[src/rtl/memory_pkg.sv]
// Shared definitions for the memory tank sequencer: FSM states, timing defaults,
// slot-address width and the gate pattern used during a transfer.
package memory_pkg;

    localparam int DIGITS_PER_MINOR_DEF = 18;
    localparam int SHORT_WORDS_DEF      = 32;
    localparam int SLOT_W               = 5;

    typedef enum logic [1:0] {
        IDLE,
        WAIT,
        XFER,
        DONE
    } tank_state_t;

    // Gate pattern {tank_out, tank_in, tank_clr}: a write must stop recirculation
    // while it drives the new data in, a read only opens the output gate.
    function automatic logic [2:0] gate_mask(input logic wr);
        return wr ? 3'b011 : 3'b100;
    endfunction

endpackage

[src/rtl/memory_tank_timer.sv]
// Free-running digit and slot counters for the circulating tank; exports the slot
// at the tank output plus strobes for the first and last digit of each minor cycle.
module memory_tank_timer
    import memory_pkg::*;
#(
    parameter int DIGITS_PER_MINOR = DIGITS_PER_MINOR_DEF,
    parameter int SHORT_WORDS      = SHORT_WORDS_DEF
) (
    input  logic              r1_clk,
    input  logic              r1_rst_n,
    output logic [SLOT_W-1:0] pos,
    output logic [SLOT_W-1:0] pos_next,
    output logic              digit0,
    output logic              slot_end
);

    localparam int DIG_W = (DIGITS_PER_MINOR > 1) ? $clog2(DIGITS_PER_MINOR) : 1;
    localparam logic [DIG_W-1:0]  DIG_LAST = DIG_W'(DIGITS_PER_MINOR - 1);
    localparam logic [SLOT_W-1:0] POS_LAST = SLOT_W'(SHORT_WORDS - 1);

    logic [DIG_W-1:0] digit;

    assign digit0   = (digit == '0);
    assign slot_end = (digit == DIG_LAST);
    assign pos_next = (pos == POS_LAST) ? '0 : pos + SLOT_W'(1);

    // The slot advances only when the last digit of the minor cycle has passed.
    always_ff @(posedge r1_clk or negedge r1_rst_n) begin
        if (!r1_rst_n) begin
            digit <= '0;
            pos   <= '0;
        end else if (slot_end) begin
            digit <= '0;
            pos   <= pos_next;
        end else begin
            digit <= digit + DIG_W'(1);
        end
    end

endmodule

[src/rtl/memory_tank_sequencer.sv]
// Arbitrates two requesters onto one circulating memory tank and times the gates.
// Optional macro MEMORY_TANK_SEQ_MONITOR_EN adds the monitor / monitor_hit outputs.
module memory_tank_sequencer
    import memory_pkg::*;
#(
    parameter int DIGITS_PER_MINOR = DIGITS_PER_MINOR_DEF,
    parameter int SHORT_WORDS      = SHORT_WORDS_DEF
) (
    input  logic              r1_clk,
    input  logic              r1_rst_n,
    input  logic [1:0]        req,
    input  logic [SLOT_W-1:0] addr0,
    input  logic [SLOT_W-1:0] addr1,
    input  logic              long0,
    input  logic              long1,
    input  logic              wr0,
    input  logic              wr1,
    output logic [1:0]        ack,
    output logic              err,
    output logic              tank_out,
    output logic              tank_in,
    output logic              tank_clr,
    output logic [SLOT_W-1:0] pos,
    output logic              busy
`ifdef MEMORY_TANK_SEQ_MONITOR_EN
    ,
    output logic              monitor,
    output logic              monitor_hit
`endif
);

    tank_state_t       state;
    logic [SLOT_W-1:0] pos_next;
    logic              digit0;
    logic              slot_end;

    logic              grant1;
    logic              last_one;
    logic [SLOT_W-1:0] addr_q;
    logic              long_q;
    logic              wr_q;
    logic              slots_left;

    logic              pick1;
    logic [SLOT_W-1:0] sel_addr;
    logic              sel_long;
    logic              sel_wr;

    memory_tank_timer #(
        .DIGITS_PER_MINOR(DIGITS_PER_MINOR),
        .SHORT_WORDS     (SHORT_WORDS)
    ) u_timer (
        .r1_clk  (r1_clk),
        .r1_rst_n(r1_rst_n),
        .pos     (pos),
        .pos_next(pos_next),
        .digit0  (digit0),
        .slot_end(slot_end)
    );

    // Round-robin: requester 1 wins a tie only when requester 0 was served last.
    always_comb begin
        pick1    = req[1] & (~req[0] | ~last_one);
        sel_addr = pick1 ? addr1 : addr0;
        sel_long = pick1 ? long1 : long0;
        sel_wr   = pick1 ? wr1   : wr0;
    end

    // Entry into XFER is decided one cycle early (last digit of the preceding slot)
    // so the registered gates open exactly on digit 0 of the addressed slot.
    always_ff @(posedge r1_clk or negedge r1_rst_n) begin
        if (!r1_rst_n) begin
            state      <= IDLE;
            grant1     <= 1'b0;
            last_one   <= 1'b1;
            addr_q     <= '0;
            long_q     <= 1'b0;
            wr_q       <= 1'b0;
            slots_left <= 1'b0;
            ack        <= 2'b00;
            err        <= 1'b0;
            {tank_out, tank_in, tank_clr} <= 3'b000;
        end else begin
            ack <= 2'b00;
            err <= 1'b0;
            case (state)
                IDLE: begin
                    if (req != 2'b00) begin
                        grant1   <= pick1;
                        last_one <= pick1;
                        addr_q   <= sel_addr;
                        long_q   <= sel_long;
                        wr_q     <= sel_wr;
                        if (sel_long && sel_addr[0]) begin
                            state <= DONE;
                            ack   <= pick1 ? 2'b10 : 2'b01;
                            err   <= 1'b1;
                        end else if (slot_end && (pos_next == sel_addr)) begin
                            state      <= XFER;
                            slots_left <= sel_long;
                            {tank_out, tank_in, tank_clr} <= gate_mask(sel_wr);
                        end else begin
                            state <= WAIT;
                        end
                    end
                end
                WAIT: begin
                    if (slot_end && (pos_next == addr_q)) begin
                        state      <= XFER;
                        slots_left <= long_q;
                        {tank_out, tank_in, tank_clr} <= gate_mask(wr_q);
                    end
                end
                XFER: begin
                    if (slot_end) begin
                        if (slots_left) begin
                            slots_left <= 1'b0;
                        end else begin
                            state <= DONE;
                            ack   <= grant1 ? 2'b10 : 2'b01;
                            {tank_out, tank_in, tank_clr} <= 3'b000;
                        end
                    end
                end
                DONE: begin
                    state <= IDLE;
                end
                default: begin
                    state <= IDLE;
                end
            endcase
        end
    end

    assign busy = (state != IDLE);

`ifdef MEMORY_TANK_SEQ_MONITOR_EN
    assign monitor     = digit0;
    assign monitor_hit = (state == XFER);
`else
    logic unused_digit0;
    assign unused_digit0 = digit0;
`endif

endmodule

[config.mk]
export PLATFORM = sky130hd
export DESIGN_NAME = memory_tank_sequencer
export DESIGN_NICKNAME = d
export VERILOG_FILES = /design/src/rtl/memory_pkg.sv /design/src/rtl/memory_tank_timer.sv /design/src/rtl/memory_tank_sequencer.sv
export SDC_FILE = /design/constraint.sdc
export NUM_CORES = 1
export LEC_CHECK = 0
export BUFFER_PORTS_ARGS = -buffer_cell sky130_fd_sc_hd__buf_4
export CAP_MARGIN = 20
export CORE_UTILIZATION = 49
export DETAILED_ROUTE_END_ITERATION = 16
export PLACE_DENSITY = 0.75
export SLEW_MARGIN = 20
export SYNTH_ARGS = -nofsm -noshare
export SYNTH_HDL_FRONTEND = slang
export SYNTH_SLANG_ARGS = --single-unit
[constraint.sdc]
create_clock -name r1_clk -period 3.1 [get_ports r1_clk]
set_clock_uncertainty 0.05 [all_clocks]
set_input_delay 0.31 -clock r1_clk [delete_from_list [all_inputs] [get_ports r1_clk]]
set_output_delay 0.31 -clock r1_clk [all_outputs]
set_load 0.05 [all_outputs]
---- Word-level counts from Yosys, hierarchy flattened ----
Cells that the tools add are included.
word-level totals
  flip-flop bits (word level) ............. 28
  input bits .............................. 18
  output and inout bits ................... 12
  logic and storage cells ................. 91
cells by class
  add/subtract/negate cells ............... 2
  equality and inequality tests ........... 13
  mux-type cells .......................... 47
  bitwise logic cells ..................... 4
  reductions and logical operators ........ 11
operators by type and width
  kind                                                  count
  2-to-1 mux 1 bit                                      24
  2-to-1 mux 2 bit                                      12
  2-to-1 mux 5 bit                                      3
  inequality test 2 bit (second input constant)         6
  case mux 1 bit (3 select lines)                       4
  adder 5 x 1 -> 5 bit (second input constant)          2
  equality test 5 bit                                   2
  equality test 5 bit (second input constant)           2
  case mux 2 bit (4 select lines)                       1
  AND reduction 7 bit                                   1
  2-to-1 mux 3 bit                                      2
  AND reduction 6 bit                                   1
  equality test 2 bit (second input constant)           2
  case mux 2 bit (2 select lines)                       1
  AND reduction 4 bit                                   1
  nonzero test 2 bit                                    2
  logical AND 1 bit                                     3
  nonzero test 3 bit                                    1
  equality test 2 x 1 -> 1 bit (second input constant)  1
  zero test 2 bit                                       1
  inverter 1 bit                                        2
  AND reduction 2 bit                                   1
  AND 1 bit                                             1
  OR 1 bit                                              1

---- Longest topological paths before layout ----
Gate-level depths: netlist (run 1).
  depth after elaboration ................. 10
  gate-level depth with buffers ........... 11
  gate-level depth less buffers ........... 10

---- Modules after synthesis ----
Synthesis (run 1) repeated with hierarchy kept, for this count alone.
unflattened totals
  cell total of the unflattened synthesis .. 148
  area, all modules ....................... 1596.5 um^2
modules (own cells, without submodules)
  module                 times used  cells each  area an instance (um^2)  sequential area each (um^2)
  memory_tank_sequencer  1           102         1063.5                   426.7
  memory_tank_timer      1           46          533.0                    250.2

---- Worst setup path after synthesis (run 1) ----
OpenSTA, ideal clock, no wires.
  path kind ............................... register to register
  start point ............................. register u_timer.pos[0]
  end point ............................... register tank_in
  library setup time ...................... 0.125 ns
  arrival ................................. 3.077 ns
  data required time ...................... 2.925 ns
  slack ................................... -0.152 ns
  stages on the path, launching flop included .. 12
  buffers on the path ..................... 1
  period minus slack after synthesis ...... 3.252 ns
  cell sequence ........................... dfrtp_1 > ha_1 > and3_1 > ha_1 > buf_2 > nor3_1 > mux2_2 > a211o_1 > or4_4 > o21ai_2 > nand4_2 > mux2_4
between the ends
  longest elaborated chain between the ends .. 6
  elaborated cells between the ends (all ways) .. 10
  those cells by class .................... add/sub (1); eq/ne (5); mux (1); reduce/logical (3)
ends and longest elaborated chain
  what                                                                line                                                       source
  from (decl)                                                         memory_tank_timer.sv:11                                    output logic [SLOT_W-1:0] pos,
  from (signal assigned)                                              memory_tank_timer.sv:34                                    pos <= pos_next;
  adder 5 x 1 -> 5 bit / equality test 5 bit (equally long branches)  memory_tank_timer.sv:25                                    assign pos_next = (pos == POS_LAST) ? '0 : pos + SLOT_W'(1);
  2-to-1 mux 5 bit (*)                                                memory_tank_timer.sv:25
  equality test 5 bit, on equally long branches                       memory_tank_sequencer.sv:108, memory_tank_sequencer.sv:98
  logical AND 1 bit, on equally long branches                         memory_tank_sequencer.sv:108, memory_tank_sequencer.sv:98
  inequality test 2 bit (no source line)                              -
  AND reduction 7 bit (no source line) (*)                            -
  to (signal assigned)                                                memory_tank_sequencer.sv:101                               {tank_out, tank_in, tank_clr} <= gate_mask(sel_wr);
  to (signal assigned)                                                memory_tank_sequencer.sv:111                               {tank_out, tank_in, tank_clr} <= gate_mask(wr_q);
  to (decl)                                                           memory_tank_sequencer.sv:21                                output logic tank_in,
Mark *: on every way between the ends. The rest lies on a longest branch, timed or not.
A chain may end at the register's enable or synchronous reset.

---- Worst setup path after layout (run 1) ----
  start point ............................. register u_timer.pos[1]
  end point ............................... register tank_in
Same word-level chain as after synthesis.

==> results of run 1 <==
## sequential cells by signal, indices dropped and copies added, names as in the netlist, 2 cells and up
register and count:
u_timer.digit 5, ack 2, state 2, u_timer.pos 5
addr_q 5
## worst max-delay path, stage by stage (launching register included)
cell and delay, ns:
dfrtp_2 0.46, ha_1 0.23, and3_1 0.20, ha_2 0.23, o21ai_0 0.19, mux2i_1 0.09
a211o_1 0.26, or4_4 0.51, o21ai_2 0.17, nand4_2 0.13, mux2_4 0.32
## cell type report
cell class | count | area (um2)
inverters | 6 | 22.5
well taps | 44 | 55.1
fillers | 260 | 1170
clock inverters | 1 | 7.51
multi-input cells | 127 | 870
clock buffers | 3 | 22.5
repair buffers | 33 | 250
flip-flops and latches | 27 | 679
## cells in the final DEF (no fill, tap or decap), types with 4 or more instances in the layout
master    n
dfrtp_1  24
ha_1      8
buf_4    32
xor2_1    4
nand2_1  23
o21ai_0  15
nand3_1   5
nor2_1   15
mux2_2    4
xnor2_1   8
inv_1     6
mux2i_1  10
a21oi_1   5
## metal layers
layer	vias up	wire length (um)	GRT usage (%)
li1	638	-	-
met4	0	72	8.16
met3	7	112	1.97
met1	636	1490	26.7
met5	-	0	0
met2	34	1710	39.6
## worst paths after layout
check | start | end | slack (ns) | depth (start not counted)
max | u_timer.pos[1]$_DFFE_PN0N_ | tank_in$_DFFE_PN0P_ | 0.16 | 10
min | req[0] | last_one$_DFFE_PN1P_ | 0.08 | 2
max reg2reg | u_timer.pos[1]$_DFFE_PN0N_ | tank_in$_DFFE_PN0P_ | 0.16 | 10
min reg2reg | u_timer.digit[0]$_DFF_PN0_ | u_timer.digit[0]$_DFF_PN0_ | 0.45 | 1
max in group asynchronous | r1_rst_n | last_one$_DFFE_PN1P_ | 2.36 | 2
min in group asynchronous | r1_rst_n | slots_left$_DFFE_PN0P_ | 0.34 | 2
## timing repair
action,in CTS,in global routing
endpoints found under the setup margin,0,2
hold buffers,1,0
gates resized for setup,0,2
endpoints found under the hold margin,26,0
## power breakdown
part | internal, mW | total (mW) | switching [mW] | leakage (nW)
Combinational | 0.265 | 0.675 | 0.410 | 0.541
Clock | 0.0496 | 0.164 | 0.114 | 0.0139
Sequential | 0.454 | 0.525 | 0.0709 | 0.329
Total | 0.768 | 1.36 | 0.596 | 0.884
## cells by family after synthesis
group	count (synthesis)
flip-flops	27
buffers and inverters	11
adder cells (fa/ha/maj)	9
XOR/XNOR	12
AND/OR/NAND/NOR	57
multiplexers	15
AO/OA/AOI/OAI	34
==> results.md, run 1 <==
- Post-synth top cells: dfrtp_1 (26), nand2_1 (23), o21ai_0 (16)
- Gr ovfl total: 0
- Worst Path Arrival: 3.14 ns
- Iteration-0 DRC Markers: 48
- Final core occ: 62.0%
- GRT Overall Usage: 21.8%
- Post-Synth Adder-Cell Area: 7.08%
- Mapped Cells: 165
- Placement Setup Slack: 0.119 ns
- RSZ-0062 raised after global routing: no
- Sequential area share after synthesis: 42.5%
- Post-synth top flop: dfrtp_1
- Setup TNS: 0 ns
- Leakage dissipation: 0.884 nW
- Cell with the most instances after synthesis: dfrtp_1
- Critical Path Start Type: flop
- Number of unique standard cell types used by synthesis: 38
- Multiplexer share of the synthesized area: 10.1%
- Post-synth top area share: 40.9%
- Slew HR: 29.4%
- Worst IR drop on VDD: 0.496 mV
- Diodes inserted: 0
- Syn_area_per_cell: 9.65 um2
- Initial antenna violation count: 0
- Hold Vio Cnt, Final: 0
- Max Slew Vio Count: 0
- Syn Nets: 192
- Largest net degree at the start of global routing: 28
- Power Dens Cells: 715 nW/um2
- Endpoint class of the critical path: flop
- Max-Cap Viols: 0
- XOR/XNOR Fraction of Synth Area: 6.60%
- Top Ports: 30
- Fin area: 1910 um2
- Post-Place Cells: 236
- Port bufs: 29
- # setup viols final: 0
- CORE AREA: 3080 um2
- Layout area overhead: 19.8%
- Area share of and/or/nand/nor cells after synthesis: 17.2%
- CTS tree: yes
- Status: finished, final reports clean
- Die span in y: 59.0 um
- Largest family of logic cells by synthesized area: simple AND/OR/NAND/NOR gates
- Dpl cell area: 1860 um2
- First-pass GRT wire length: 5600 um
- Postcts setup bufs: 0
- Vias in the first global route: 1260
- Peak Freq: 341 MHz
- Critical path class: reg2reg
- WP data required: 3.30 ns
- Layout cells sized above 1: 26.4%
- Crit path max fanout: 10
- Final wirelength: 3390 um
- Measured slew at the worst slew-check pin: 1.05 ns
- HP Class: in2reg
- Hold Slack: 0.0806 ns
- Post-route insts no fill: 241
- Row count: 20
- CTS Root Cell: clkbuf_4
- Placer Congestion: 0.871
- Final worst setup slack: 0.164 ns
- TritonRoute pass-1 iters: 4
- Num CTS Buffers: 3
- Min Tclk post-route: 2.94 ns
- Wirelength per Cell: 14.1 um
- Clk slew on worst S/H paths: 0.16 ns
- Ys async rst share: 100%
- Htree depth: 1
- Nets: 225
- Power Total: 1.36 mW
- Max clock buf depth: 2
- Vias post-DR: 1315
- Sink Count: 27
- Warnings from Yosys: 0
- Skew-Pair Late Insertion Delay: 0.34 ns
- Remaining DRCs: 0
- Detail Placement HPWL: 2670 um
- Starting Density: 51.7%
- EDFF count, synth: 0
- Vias per std cell: 5.46
- Die W: 59.0 um
- Register bit total from synthesis: 27
- Die area: 3480 um2
- Mapped Area: 1590 um2
- ANT nets after route: 0
- Final Cycle Share: 94.7%
- Largest cells by area after synthesis: dfrtp_1 (41%), ha_1 (7.1%), mux2i_1 (6.3%)
- Synth area leader: dfrtp_1
- Synth Area in Compound Gates: 13.5%
Power figures use the tool's default switching activity.
==> run 2, diff against run 1 <==
==> constraint.sdc (replaced) <==
create_clock -name r1_clk -period 3.1 [get_ports r1_clk]
set_clock_uncertainty 0.05 [all_clocks]
set_input_delay 0.465 -clock r1_clk [delete_from_list [all_inputs] [get_ports r1_clk]]
set_output_delay 0.465 -clock r1_clk [all_outputs]
set_load 0.05 [all_outputs]
==> results.md, run 2 (synthesis results as in run 1) <==
- Status: finished, final reports clean
- Max clock buf depth: 2 (unchanged)
- Measured slew at the worst slew-check pin: 0.400 ns (-0.652 ns)
- Biggest regs: addr_q: 5 flops, u_timer.digit: 5 flops, u_timer.pos: 5 flops
- Worst IR drop on VDD: 0.658 mV (+33%)
- Peak Freq: 338 MHz (-0.85%)
- Dpl cell area: 1870 um2 (+0.40%)
- ANT nets after route: 0 (unchanged)
- TritonRoute pass-1 iters: 4 (unchanged)
- Wirelength per Cell: 14.3 um (+2.0%)
- Worst Reg2Reg Path Length in Cells: 10 (unchanged)
- Max Slew Vio Count: 0 (unchanged)
- Power Dens Cells: 721 nW/um2 (+0.76%)
- CORE AREA: 3080 um2 (unchanged)
- Iteration-0 DRC Markers: 42 (-13%)
- Initial antenna violation count: 0 (unchanged)
- # setup viols final: 0 (unchanged)
- Port bufs: 29 (unchanged)
- Gr ovfl total: 0 (unchanged)
- Remaining DRCs: 0 (unchanged)
- Diodes inserted: 0 (unchanged)
- Hold Vio Cnt, Final: 0 (unchanged)
- WP data required: 3.30 ns (about the same)
- Die area: 3480 um2 (unchanged)
- Crit path max fanout: 10 (unchanged)
- Final core occ: 62.1% (+0.16 points)
- Layout area overhead: 20.1%
- Most frequent cells in the layout: buf_4 (33), dfrtp_1 (24), nand2_1 (23)
- Die span in y: 59.0 um (unchanged)
- Placer Congestion: 0.849 (-2.6%)
- Min Tclk post-route: 2.96 ns (+0.0252 ns)
- Fin area: 1910 um2 (+0.26%)
- Final Cycle Share: 95.5% (+0.81 points)
- Critical Path Start Type: flop
- Post-Place Cells: 237 (+0.42%)
- Worst Path Arrival: 3.17 ns (+0.03 ns)
- Vias per std cell: 5.43 (-0.56%)
- Top Ports: 30 (unchanged)
- Postcts setup bufs: 0 (unchanged)
- Endpoint class of the critical path: flop
- Die W: 59.0 um (unchanged)
- Post-route insts no fill: 242 (+0.41%)
- Num CTS Buffers: 3 (unchanged)
- Setup TNS: 0 ns (unchanged)
- First-pass GRT wire length: 5950 um (+6.4%)
- Vias post-DR: 1313 (-0.15%)
- Clk slew on worst S/H paths: 0.15 ns (about the same)
- Row count: 20 (unchanged)
- RSZ-0062 raised after global routing: no
- Starting Density: 51.7% (unchanged)
- Htree depth: 1 (unchanged)
- Detail Placement HPWL: 2740 um (+2.7%)
- Sink Count: 27 (unchanged)
- GRT Overall Usage: 23.0% (+1.2 points)
- Final wirelength: 3470 um (+2.5%)
- CTS Root Cell: clkbuf_4
- Critical path class: reg2reg
- Vias in the first global route: 1386 (+10%)
- WHS Path Cells: 2 (unchanged)
- Layout cells sized above 1: 26.8% (+0.37 points)
- Nets: 226 (+0.44%)
- CTS tree: yes
- Max-Cap Viols: 0 (unchanged)
- Skew-Pair Late Insertion Delay: 0.35 ns (about the same)
- Leakage dissipation: 0.892 nW (+0.94%)
- Commonest non-fill, non-tap cell in the layout: buf_4
- HP Class: in2reg
- Slew HR: 73.2% (+44 points)
- Largest net degree at the start of global routing: 28 (unchanged)
[run 2: final timing paths]
check	slack, ns	to	startpoint
worst max-delay path	0.14	slots_left$_DFFE_PN0P_	u_timer.pos[1]$_DFFE_PN0N_
worst min-delay path	0.25	last_one$_DFFE_PN1P_	req[0]
worst max register to register	0.14	slots_left$_DFFE_PN0P_	u_timer.pos[1]$_DFFE_PN0N_
worst min register to register	0.44	ack[0]$_DFF_PN0_	grant1$_DFFE_PN0P_
max in group asynchronous	2.21	last_one$_DFFE_PN1P_	r1_rst_n
min in group asynchronous	0.49	u_timer.digit[1]$_DFF_PN0_	r1_rst_n
[run 2: routing by layer]
layer | routed length, um | global-route usage (%) | vias up | share of wire (%)
met5 | 0 | 0 | - | 0
met4 | 117 | 14.3 | 0 | 3.4
met3 | 92 | 2.84 | 14 | 2.7
met2 | 1760 | 40.1 | 35 | 51
met1 | 1500 | 26.7 | 622 | 43
li1 | - | - | 642 | -
[run 2: layout make-up]
cell class	instances	area, um2
tap	44	55.1
inverter	6	22.5
timing repair buffer	34	258
fill	270	1170
clock inverter	1	5.00
multi-input combinational	127	870
clock buffer	3	22.5
sequential	27	679
[run 2: worst max-delay path, cell delays in order (launching register included)]
cell and delay [ns]:
dfrtp_2 0.46, ha_1 0.23, and3_1 0.20, ha_2 0.23, o21ai_0 0.18, mux2i_1 0.10, a211o_1 0.28, or4_4 0.51
o21ai_2 0.17, nand4_1 0.15, mux2_2 0.31
[run 2: power breakdown]
part / switching (mW) / total (mW) / internal (mW)
Combinational: 0.417 / 0.689 / 0.272
Clock: 0.115 / 0.164 / 0.0488
Sequential: 0.0714 / 0.525 / 0.454
[run 2: through the flow]
stage | hold slack (ns) | power (mW) | setup slack [ns]
floorplan | 0.119 | 1.03 | 0.0562
global placement | 0.347 | 1.17 | 0.223
detailed placement | 0.349 | 1.22 | 0.115
CTS | 0.243 | 1.38 | 0.0777
global route | 0.248 | 1.47 | 0.00116
finish | 0.248 | 1.38 | 0.139
[run 2: timing repair]
item	CTS	global route
endpoints found under the setup margin	0	2
hold buffers	1	0
gates resized for setup	0	1
hold endpoints to repair	26	0
==> run 3, diff against run 2 <==
- ABC_AREA: default -> 1
- CORE_UTILIZATION: 49 -> 50
- MAX_ROUTING_LAYER: default -> met4
- SLEW_MARGIN: 20 -> 0
==> results.md, run 3 <==
- Status: finished, final reports clean
- Vias in the first global route: 1373 (-0.94%)
- Largest net degree at the start of global routing: 28 (unchanged)
- Area of the multi-input gates: 860 um2 (-1.2%)
- Hold Vio Cnt, Final: 0 (unchanged)
- Post-synth top cells: nand2_1 (56), inv_1 (37), dfrtp_1 (26)
- Layout area overhead: 15.2%
- Final wirelength: 3400 um (-1.9%)
- Sequential cell area: 677 um2 (-0.37%)
- Wirelength per Cell: 11.3 um (-21%)
- WHS Path Cells: 3 (+1)
- Crit path max fanout: 6 (-4)
- Syn Nets: 254 (+32%)
- Sink Count: 27 (unchanged)
- GRT Overall Usage: 22.5% (-0.49 points)
- Worst Setup EP: tank_in$_DFFE_PN0P_
- Htree depth: 1 (unchanged)
- Layout filler cell count: 316 (+17%)
- Num CTS Buffers: 3 (unchanged)
- WP data required: 3.28 ns (-0.02 ns)
- Final Cycle Share: 76.3% (-19 points)
- Mapped Cells: 227 (+38%)
- Reg2reg end: tank_in$_DFFE_PN0P_
- Layout cells sized above 1: 19.5% (-7.3 points)
- Syn_area_per_cell: 7.60 um2 (-21%)
- Max Slew Vio Count: 0 (unchanged)
- Slew HR: 69.5% (-3.6 points)
- Worst flop-to-flop path startpoint: u_timer.pos[0]$_DFFE_PN0N_
- Iteration-0 DRC Markers: 61 (+45%)
- Port bufs: 29 (unchanged)
- Setup TNS: 0 ns (unchanged)
- Biggest regs: addr_q: 5 flops, u_timer.digit: 5 flops, u_timer.pos: 5 flops
- Critical Path Start Type: flop
- Sequential area share after synthesis: 39.2% (-3.3 points)
- Initial antenna violation count: 0 (unchanged)
- Measured slew at the worst slew-check pin: 0.456 ns (+0.0559 ns)
- Largest cells by area after synthesis: dfrtp_1 (38%), nand2_1 (12%), inv_1 (8.0%)
- CORE AREA: 3150 um2 (+2.4%)
- ANT nets after route: 0 (unchanged)
- Worst Reg2Reg Path Length in Cells: 15 (+5)
- CTS tree: yes
- Postcts setup bufs: 0 (unchanged)
- Warnings from Yosys: 0 (unchanged)
- Gr ovfl total: 0 (unchanged)
- Commonest non-fill, non-tap cell in the layout: nand2_1
- Worst Path Arrival: 2.55 ns (-0.62 ns)
- # setup viols final: 0 (unchanged)
- Mapped Area: 1730 um2 (+8.4%)
- Clk slew on worst S/H paths: 0.15 ns (about the same)
- CP startpoint: u_timer.pos[0]$_DFFE_PN0N_
- Synth area leader: dfrtp_1
- Starting Density: 54.7% (+3.0 points)
- Peak Freq: 423 MHz (+25%)
- Vias per std cell: 5.01 (-7.7%)
- Max-Cap Viols: 0 (unchanged)
- Leakage dissipation: 1.02 nW (+14%)
- R2r setup slk: 0.73 ns (+0.60 ns)
- EDFF count, synth: 0 (unchanged)
- Number of unique standard cell types used by synthesis: 28 (-26%)
- Fin area: 1990 um2 (+4.0%)
- Die span in y: 60.7 um (+3.0%)
- Post-synth top flop: dfrtp_1
- Worst IR drop on VDD: 0.488 mV (-26%)
- Endpoint class of the critical path: flop
- Row count: 20 (unchanged)
- Nets: 285 (+26%)
- Dpl cell area: 1950 um2 (+4.3%)
- HP Class: in2reg
- First-pass GRT wire length: 5950 um (-0.12%)
- Die area: 3690 um2 (+6.0%)
- Register bit total from synthesis: 27 (unchanged)
- TritonRoute pass-1 iters: 4 (unchanged)
- Die W: 60.7 um (+3.0%)
- Cell with the most instances after synthesis: nand2_1
- Placer Congestion: 0.833 (-1.9%)
- Remaining DRCs: 0 (unchanged)
- Vias post-DR: 1507 (+15%)
- Post-synth top area share: 37.7% (-3.2 points)
- Skew-Pair Late Insertion Delay: 0.32 ns (-0.03 ns)
- Diodes inserted: 0 (unchanged)
- CTS Root Cell: clkbuf_4
- Ys async rst share: 100% (unchanged)
- Critical path class: reg2reg
- Power Dens Cells: 697 nW/um2 (-3.3%)
- RSZ-0062 raised after global routing: no
- Min Tclk post-route: 2.37 ns (-0.596 ns)
- Detail Placement HPWL: 2720 um (-0.64%)
- Max clock buf depth: 2 (unchanged)
- Most frequent cells in the layout: nand2_1 (56), inv_1 (37), buf_4 (29)
- Top Ports: 30 (unchanged)
## run 3: cell types whose count changed in the layout (fill, tap and decap cells not counted), moves of 4 or more
cell	before	now
xnor2_1	8	0
o22ai_1	0	4
nor2_2	0	4
o21ai_1	1	5
nand2_4	0	4
inv_1	6	37
buf_4	33	29
mux2_2	4	0
mux2i_1	10	0
nand2_1	23	56
nand3_1	5	22
## run 3: area by class of cell
cell class              instances  area share (%)
repair buffers                 30            11.5
inverters                      38            7.17
well taps                      44            2.77
multi-input cells             158            43.2
flip-flops and latches         27            34.0
clock buffers                   4            1.32
## run 3: cell families (layout without fill, tap and decap cells)
family	after synthesis	in the layout	synth area share, %
flip-flops	27	27	39.2
adder cells (fa/ha/maj)	9	9	6.53
AO/OA/AOI/OAI	36	36	12.1
AND/OR/NAND/NOR	112	112	30.7
buffers and inverters	42	72	10.9
XOR/XNOR	1	1	0.508
## run 3: through the flow
step	total power, mW	utilization, %	std cells	setup WS, ns	hold WS (ns)
after floorplan	1.08	-	227	0.680	0.119
after global placement	1.23	61.9	296	0.830	0.351
after detailed placement	1.24	61.9	296	0.762	0.348
after CTS	1.39	63.1	301	0.732	0.408
after global routing	1.51	63.1	301	0.513	0.426
final	1.39	63.1	301	0.735	0.410
## run 3: worst min-delay path by stage
stage | to | from | slack, ns
floorplan | ack[0]$_DFF_PN0_ | r1_rst_n | 0.12
global placement | u_timer.digit[3]$_DFF_PN0_ | r1_rst_n | 0.35
detailed placement | u_timer.digit[3]$_DFF_PN0_ | r1_rst_n | 0.35
CTS | addr_q[2]$_DFFE_PN0P_ | addr1[2] | 0.41
global route | ack[0]$_DFF_PN0_ | addr0[0] | 0.43
finish | last_one$_DFFE_PN1P_ | req[1] | 0.41
## run 3: power breakdown
part	total (mW)	switching (mW)	leakage [nW]	internal (mW)
Combinational	0.716	0.463	0.672	0.253
Clock	0.155	0.105	0.0150	0.0504
Sequential	0.514	0.0619	0.332	0.452
## run 3: routing by layer
metal / routed length (um) / track usage, % / share of wire, %
met1: 1640 / 29.4 / 48
met2: 1580 / 35.8 / 46
met3: 143 / 3.62 / 4.2
met5: 0 / - / 0
met4: 38 / 7.14 / 1.1
## run 3: critical path: stages (launching register included)
cell and delay [ns]:
dfrtp_1 0.46, ha_1 0.25, nand2_1 0.11, nor2_1 0.05
ha_1 0.30, inv_1 0.07, nand2_1 0.06, nand2_1 0.04
nor2_1 0.10, nand3_1 0.08, nor2_1 0.11, nand3_1 0.15
a21oi_4 0.22, nand3_2 0.10, nand2_1 0.06, nand2_1 0.05
## run 3: timing repair
| item | in CTS | in global routing |
|---|---|---|
| resized for setup | 0 | 0 |
| hold buffers | 1 | 0 |
| hold endpoints to repair | 26 | 0 |
